## src/rtl/ql_preio_a2f_tx.sv

```systemverilog
// ql_preio_a2f_tx -- SoC-side serial transmitter for the A2F input of a QL_PREIO pad.
//
// Takes parallel words over a valid/ready handshake and sends each one as a frame:
// a start bit (0), the payload LSB first, an optional even-parity bit, then
// STOP_BITS stop bits (1). Every bit is held on the pad for CLK_DIV clock cycles.
// The idle line level is 1.
//
// Optional feature: define QL_PREIO_A2F_TX_PARITY_EN to add one even-parity bit
// (the XOR of the payload) after the data bits. The default build has no parity.
//
// Reset is synchronous and active-high.

module ql_preio_a2f_tx #(
  parameter int DATA_WIDTH = 8,     // payload bits per frame, 1..16
  parameter int CLK_DIV    = 4,     // clock cycles per bit period, 1..65535
  parameter int STOP_BITS  = 1      // stop bits per frame, 1 or 2
) (
  input  logic                  clk,
  input  logic                  reset,
  input  logic [DATA_WIDTH-1:0] tx_data,
  input  logic                  tx_valid,
  output logic                  tx_ready,
  output logic [0:0]            gfpga_pad_QL_PREIO_A2F,
  output logic                  tx_busy,
  output logic [15:0]           tx_frames
);

  // Frame phases. The encodings are fixed so the parity state can be compiled
  // out without renumbering the others.
  typedef enum logic [2:0] {
    S_IDLE   = 3'd0,
    S_START  = 3'd1,
    S_DATA   = 3'd2,
`ifdef QL_PREIO_A2F_TX_PARITY_EN
    S_PARITY = 3'd3,
`endif
    S_STOP   = 3'd4
  } state_e;

  // Terminal values of the bit timer, the data bit index and the stop bit index.
  localparam int               IDX_W     = (DATA_WIDTH > 1) ? $clog2(DATA_WIDTH) : 1;
  localparam logic [15:0]      DIV_LAST  = 16'(CLK_DIV - 1);
  localparam logic [IDX_W-1:0] BIT_LAST  = IDX_W'(DATA_WIDTH - 1);
  localparam logic             STOP_LAST = 1'(STOP_BITS - 1);

  state_e                  state_q, state_d;
  logic [15:0]             cnt_q, cnt_d;        // cycles elapsed in the current bit
  logic [IDX_W-1:0]        bit_q, bit_d;        // data bit being sent
  logic                    stop_q, stop_d;      // stop bit being sent
  logic [DATA_WIDTH-1:0]   shift_q, shift_d;    // payload, bit 0 is on the line
  logic                    line_q, line_d;      // registered pad level
  logic                    ready_q, ready_d;
  logic [15:0]             frames_q, frames_d;
`ifdef QL_PREIO_A2F_TX_PARITY_EN
  logic                    parity_q, parity_d;  // even parity of the accepted payload
`endif

  logic accept;
  logic bit_end;

  assign accept  = tx_valid && ready_q;
  assign bit_end = (cnt_q == DIV_LAST);

  // State register.
  // NOTE: sequential state is written with non-blocking assignments so every
  // register in the design samples the values present before the clock edge.
  always_ff @(posedge clk) begin
    if (reset) begin
      state_q <= S_IDLE;
    end else begin
      state_q <= state_d;
    end
  end

  // Next-state logic: each phase ends on the terminal count of the bit timer.
  // NOTE: every signal assigned in a combinational block gets a default first,
  // so no path leaves it unassigned and no latch is inferred.
  always_comb begin
    state_d = state_q;
    unique case (state_q)
      S_IDLE: begin
        if (accept) state_d = S_START;
      end
      S_START: begin
        if (bit_end) state_d = S_DATA;
      end
      S_DATA: begin
        if (bit_end && (bit_q == BIT_LAST)) begin
`ifdef QL_PREIO_A2F_TX_PARITY_EN
          state_d = S_PARITY;
`else
          state_d = S_STOP;
`endif
        end
      end
`ifdef QL_PREIO_A2F_TX_PARITY_EN
      S_PARITY: begin
        if (bit_end) state_d = S_STOP;
      end
`endif
      S_STOP: begin
        if (bit_end && (stop_q == STOP_LAST)) state_d = S_IDLE;
      end
      default: state_d = S_IDLE;
    endcase
  end

  // Datapath next state: bit timer, bit indices and the payload shifter.
  always_comb begin
    cnt_d    = cnt_q;
    bit_d    = bit_q;
    stop_d   = stop_q;
    shift_d  = shift_q;
`ifdef QL_PREIO_A2F_TX_PARITY_EN
    parity_d = parity_q;
`endif
    if (state_q == S_IDLE) begin
      cnt_d  = '0;
      bit_d  = '0;
      stop_d = 1'b0;
      if (accept) begin
        shift_d  = tx_data;
`ifdef QL_PREIO_A2F_TX_PARITY_EN
        parity_d = ^tx_data;
`endif
      end
    end else if (bit_end) begin
      cnt_d = '0;
      if (state_q == S_DATA) begin
        shift_d = shift_q >> 1;
        bit_d   = bit_q + 1'b1;
      end
      if (state_q == S_STOP) begin
        stop_d = stop_q + 1'b1;
      end
    end else begin
      cnt_d = cnt_q + 16'd1;
    end
  end

  // Output logic: the line level, ready and frame count the registers take next.
  // Deriving the line from the next state keeps it registered and glitch-free:
  // it can only change on the edge where a bit period ends.
  always_comb begin
    line_d = 1'b1;
    unique case (state_d)
      S_IDLE:   line_d = 1'b1;
      S_START:  line_d = 1'b0;
      S_DATA:   line_d = shift_d[0];
`ifdef QL_PREIO_A2F_TX_PARITY_EN
      S_PARITY: line_d = parity_q;
`endif
      S_STOP:   line_d = 1'b1;
      default:  line_d = 1'b1;
    endcase

    // Ready drops on the accepting edge and returns on the edge that ends the
    // last stop bit; out of reset it rises on the first edge without reset.
    ready_d = (state_d == S_IDLE);

    frames_d = frames_q;
    if ((state_q == S_STOP) && (state_d == S_IDLE)) begin
      frames_d = frames_q + 16'd1;
    end
  end

  // Control and output registers.
  always_ff @(posedge clk) begin
    if (reset) begin
      cnt_q    <= '0;
      bit_q    <= '0;
      stop_q   <= 1'b0;
      line_q   <= 1'b1;
      ready_q  <= 1'b0;
      frames_q <= '0;
    end else begin
      cnt_q    <= cnt_d;
      bit_q    <= bit_d;
      stop_q   <= stop_d;
      line_q   <= line_d;
      ready_q  <= ready_d;
      frames_q <= frames_d;
    end
  end

  // Payload registers.
  // NOTE: these carry no reset; they are loaded on every acceptance before any
  // of their bits reach the line, so their power-up contents are never seen.
  always_ff @(posedge clk) begin
    shift_q  <= shift_d;
`ifdef QL_PREIO_A2F_TX_PARITY_EN
    parity_q <= parity_d;
`endif
  end

  assign tx_ready               = ready_q;
  assign gfpga_pad_QL_PREIO_A2F = line_q;
  assign tx_busy                = (state_q != S_IDLE);
  assign tx_frames              = frames_q;

endmodule

```

## config.mk

```make
export PLATFORM = sky130hd
export DESIGN_NAME = ql_preio_a2f_tx
export DESIGN_NICKNAME = d
export VERILOG_FILES = /design/src/rtl/ql_preio_a2f_tx.sv
export SDC_FILE = /design/constraint.sdc
export NUM_CORES = 1
export LEC_CHECK = 0
export ABC_AREA = 1
export CAP_MARGIN = 25
export CORE_ASPECT_RATIO = 1.4
export CORE_MARGIN = 5
export CORE_UTILIZATION = 25
export CTS_CLUSTER_DIAMETER = 50
export DETAILED_ROUTE_END_ITERATION = 10
export MAX_ROUTING_LAYER = met4
export SLEW_MARGIN = 40
export SYNTH_ARGS = -nofsm -noshare
export SYNTH_HDL_FRONTEND = slang
export SYNTH_SLANG_ARGS = --single-unit
```

## constraint.sdc

```tcl
create_clock -name clk -period 1.88 [get_ports clk]
set_input_delay 0.376 -clock clk [delete_from_list [all_inputs] [get_ports clk]]
set_output_delay 0.376 -clock clk [all_outputs]
set_load 0.05 [all_outputs]
```

==> results of run 1 <==
## worst register-to-register path, cell delays in order, from the launching register on
cell and delay, ns:
dfxtp_1 0.35, ha_1 0.22, inv_2 0.08, nor2_4 0.12, nand2_2 0.10, nor2_8 0.15
nand3_4 0.12, nand2_1 0.26
## registers in the layout, indices dropped and copies added, names as in the netlist
register / cells
cnt_q: 16
tx_ready: 1
gfpga_pad_QL_PREIO_A2F: 1
stop_q: 1
state_q: 3
shift_q: 8
bit_q: 3
tx_frames: 16
## kinds of logic after synthesis
| family | after synthesis |
|---|---|
| AO/OA/AOI/OAI | 51 |
| XOR/XNOR | 10 |
| adder cells (fa/ha/maj) | 4 |
| buffers and inverters | 42 |
| flip-flops | 49 |
| AND/OR/NAND/NOR | 201 |
## final cells by class
| type | instances | area [um2] | area share |
|---|---|---|---|
| Multi-Input combinational cell | 266 | 1409 | 0.4301 |
| Sequential cell | 49 | 1051 | 0.3209 |
| Timing Repair Buffer | 39 | 332.8 | 0.1016 |
| Tap cell | 138 | 172.7 | 0.05271 |
| Clock buffer | 7 | 142.6 | 0.04354 |
| Inverter | 36 | 137.6 | 0.04202 |
| Clock inverter | 1 | 30.03 | 0.009167 |
## cell usage after synthesis (all sizes together)
cell type | number | area share
nand2 | 101 | 0.16
nor2 | 57 | 0.10
dfxtp | 42 | 0.32
inv | 35 | 0.050
a21oi | 30 | 0.070
nand3 | 24 | 0.050
o21ai | 10 | 0.019
nand4 | 8 | 0.025
edfxtp | 7 | 0.080
a22o | 6 | 0.020
xnor2 | 6 | 0.020
buf | 5 | 0.016
ha | 4 | 0.019
nor3 | 4 | 0.0076
xor2 | 4 | 0.013
nor3b | 2 | 0.0057
o21bai | 2 | 0.0057
or2 | 2 | 0.0047
a31oi | 1 | 0.0024
and2 | 1 | 0.0024
clkbuf | 1 | 0.0014
clkinv | 1 | 0.0019
nand3b | 1 | 0.0028
o211ai | 1 | 0.0028
o21a | 1 | 0.0028
or3 | 1 | 0.0024
## metrics by stage
step | util | instance area (um2) | std cells | hold slack [ns]
after CTS | 0.3161 | 3272 | 536 | 0.4493
final | 0.3165 | 3276 | 536 | 0.4486
after global placement | 0.2994 | 3099 | 528 | 0.4259
after detailed placement | 0.2994 | 3099 | 528 | 0.4407
after floorplan | - | 2639 | 357 | 0.4175
after global routing | 0.3165 | 3276 | 536 | 0.4676
## routing by layer
metal | vias up | GRT usage
li1 | 1235 | -
met1 | 1148 | 0.1066
met4 | 0 | 0.03669
met3 | 8 | 0.01591
met2 | 43 | 0.1959
met5 | - | -
## power by group through the flow
| stage | Sequential, mW | Clock, mW | Combinational (mW) |
|---|---|---|---|
| global route | 1.10 | 1.12 | 0.174 |
| detailed placement | 1.12 | 0 | 0.160 |
| CTS | 1.10 | 1.07 | 0.160 |
| global placement | 1.12 | 0 | 0.158 |
| floorplan | 1.13 | 0 | 0.0762 |
| finish | 1.10 | 1.05 | 0.159 |
## final timing paths
| kind | end | slack (ns) | from | depth (start not counted) |
|---|---|---|---|---|
| hold reg to reg | cnt_q[0] | 0.45 | cnt_q[0] | 1 |
| setup / recovery | gfpga_pad_QL_PREIO_A2F | 0.12 | gfpga_pad_QL_PREIO_A2F | 1 |
| setup reg to reg | shift_q[7] | 0.16 | cnt_q[0] | 7 |
| hold / removal | cnt_q[0] | 0.45 | cnt_q[0] | 1 |
## cells in the final DEF, fill, tap and decap left out, types with 4 or more instances in the layout
master           instances
xnor2_1                  6
nor3_1                   4
nand2_2                 13
nor2_2                   4
edfxtp_1                 7
nand3_1                 23
nand2_1                 88
o21ai_0                 10
clkbuf_16                5
xor2_1                   4
dfxtp_1                 42
clkdlybuf4s50_1         11
a22o_1                   6
a21oi_2                  9
a21oi_1                 21
nand4_1                  7
nor2_1                  49
ha_1                     4
inv_1                   34
buf_4                   27
==> impl_metrics.toml, run 1 <==
[synthesis]
synth_top_family_by_area = "simple AND/OR/NAND/NOR gates"
ys_types = 36
synth-seq-cells = 49
avgSynthCellArea_um2 = 7.392
synth_cells = 357
synthSimpleGateAreaFrac = 0.3585
synth-seq-area-share = 0.3983
synth-compound-area-share = 0.1223
syn_area_um2 = 2639
synth_warnings = 0
synthXorXnorAreaFrac = 0.03319
yosys-mux-area-fraction = 0
syn_nets = 372
synthAdderAreaFrac = 0.01897

[sta]
fmax_mhz = 569.1
tns_ns = 0
finalHoldViolCount = 0
tightest_slew_ns = 0.4932
fin_crit_ns = 1.757
finalSetupViolations = 0
fin_ws_ns = 0.1228
rsz0062_at_grt = "false"
finClkSkew_ns = 0.003641
drv_slew = 0
relSlewSlack = 0.6702
min_period_over_period = 0.9347

[pwr]
seq_power_share = 0.477
power_switching_mw = 0.4816
p_leak_nw = 1.254
power_density_nw_per_um2 = 702.4
p_sw_frac = 0.2093
clkPwrFrac = 0.454
p_comb_frac = 0.069
p_int_mw = 1.819
total_power_mw = 2.301
ir_drop_v = 0.0003925

[clocking]
postCtsSetupBuffers = 0
cts_buffer_depth = 2
cts_tree = "built"
cts_resized = 0
clkTransAtPathRegs_ns = 0.06
clkLatencyLatePin_ns = 0.29
ctsHoldBuffers = 0
cts_buffers = 5
htree_num_levels = 2
clockRootBuffer = "clkbuf_16"
clkSinkCount = 49

[detailed_routing]
dr_total_vias = 2434
via_per_inst = 4.541
wl_met1_um = 2620
wl_met2_um = 3483
top_layer = "met4"
routed_wl_um = 6338
drtPass1Iterations = 5
drt-initial-drc-count = 141
wl_met3_um = 154
wire_per_inst_um = 11.82
ant_nets = 0
drc_errors = 0

[cells_and_area]
drive_above_1_share = 0.1784
fill_cells = 1167
area_growth_pct = 24.13
nets = 412
n_antenna_cell = 0

[floorplanning]
die_h_um = 131.6
die_area_um2 = 12740
fp.dieW_um = 96.83
core_area_um2 = 10350
start_util = 0.2550
row_count = 44
ios = 30

[critical_path]
crit_type = "reg -> out"
crit_chain = "clkdlybuf4s50_1"
critical_path_buf_inv_count = 1
critPathCaptureType = "primary output"
crit_slowest_cell = "clkdlybuf4s50_1"
slowest_delay_ns = 0.79
crit_fanout = 1
arrival_ns = 1.38
cp-start-kind = "register"
critPathTopFamily = "buffers and inverters"
required_ns = 1.50

[placement]
dp_slack_ns = 0.09622
port_buffers = 29
place_congestion = 0.8203
dp_hpwl_um = 4897

[run_status]
outcome = "finished, final reports clean"

[global_route]
grt.total_usage = 0.1034
grt-ovfl-total = 0
grt_pass1_wl_um = 10850
grt_pass1_vias = 2485
antenna_found_initial = 0
grt_max_degree = 19

[worst_hold_path]
hold_path_class = "reg -> reg"

[job]
drv_cap = 0
No activity file was read; power rests on OpenSTA's default activity.
==> run 2: changes to the inputs <==
- GPL_ROUTABILITY_DRIVEN: default -> 0
==> results of run 2 <==
No change in the layout: final DEF, timing and power equal those of run 1.
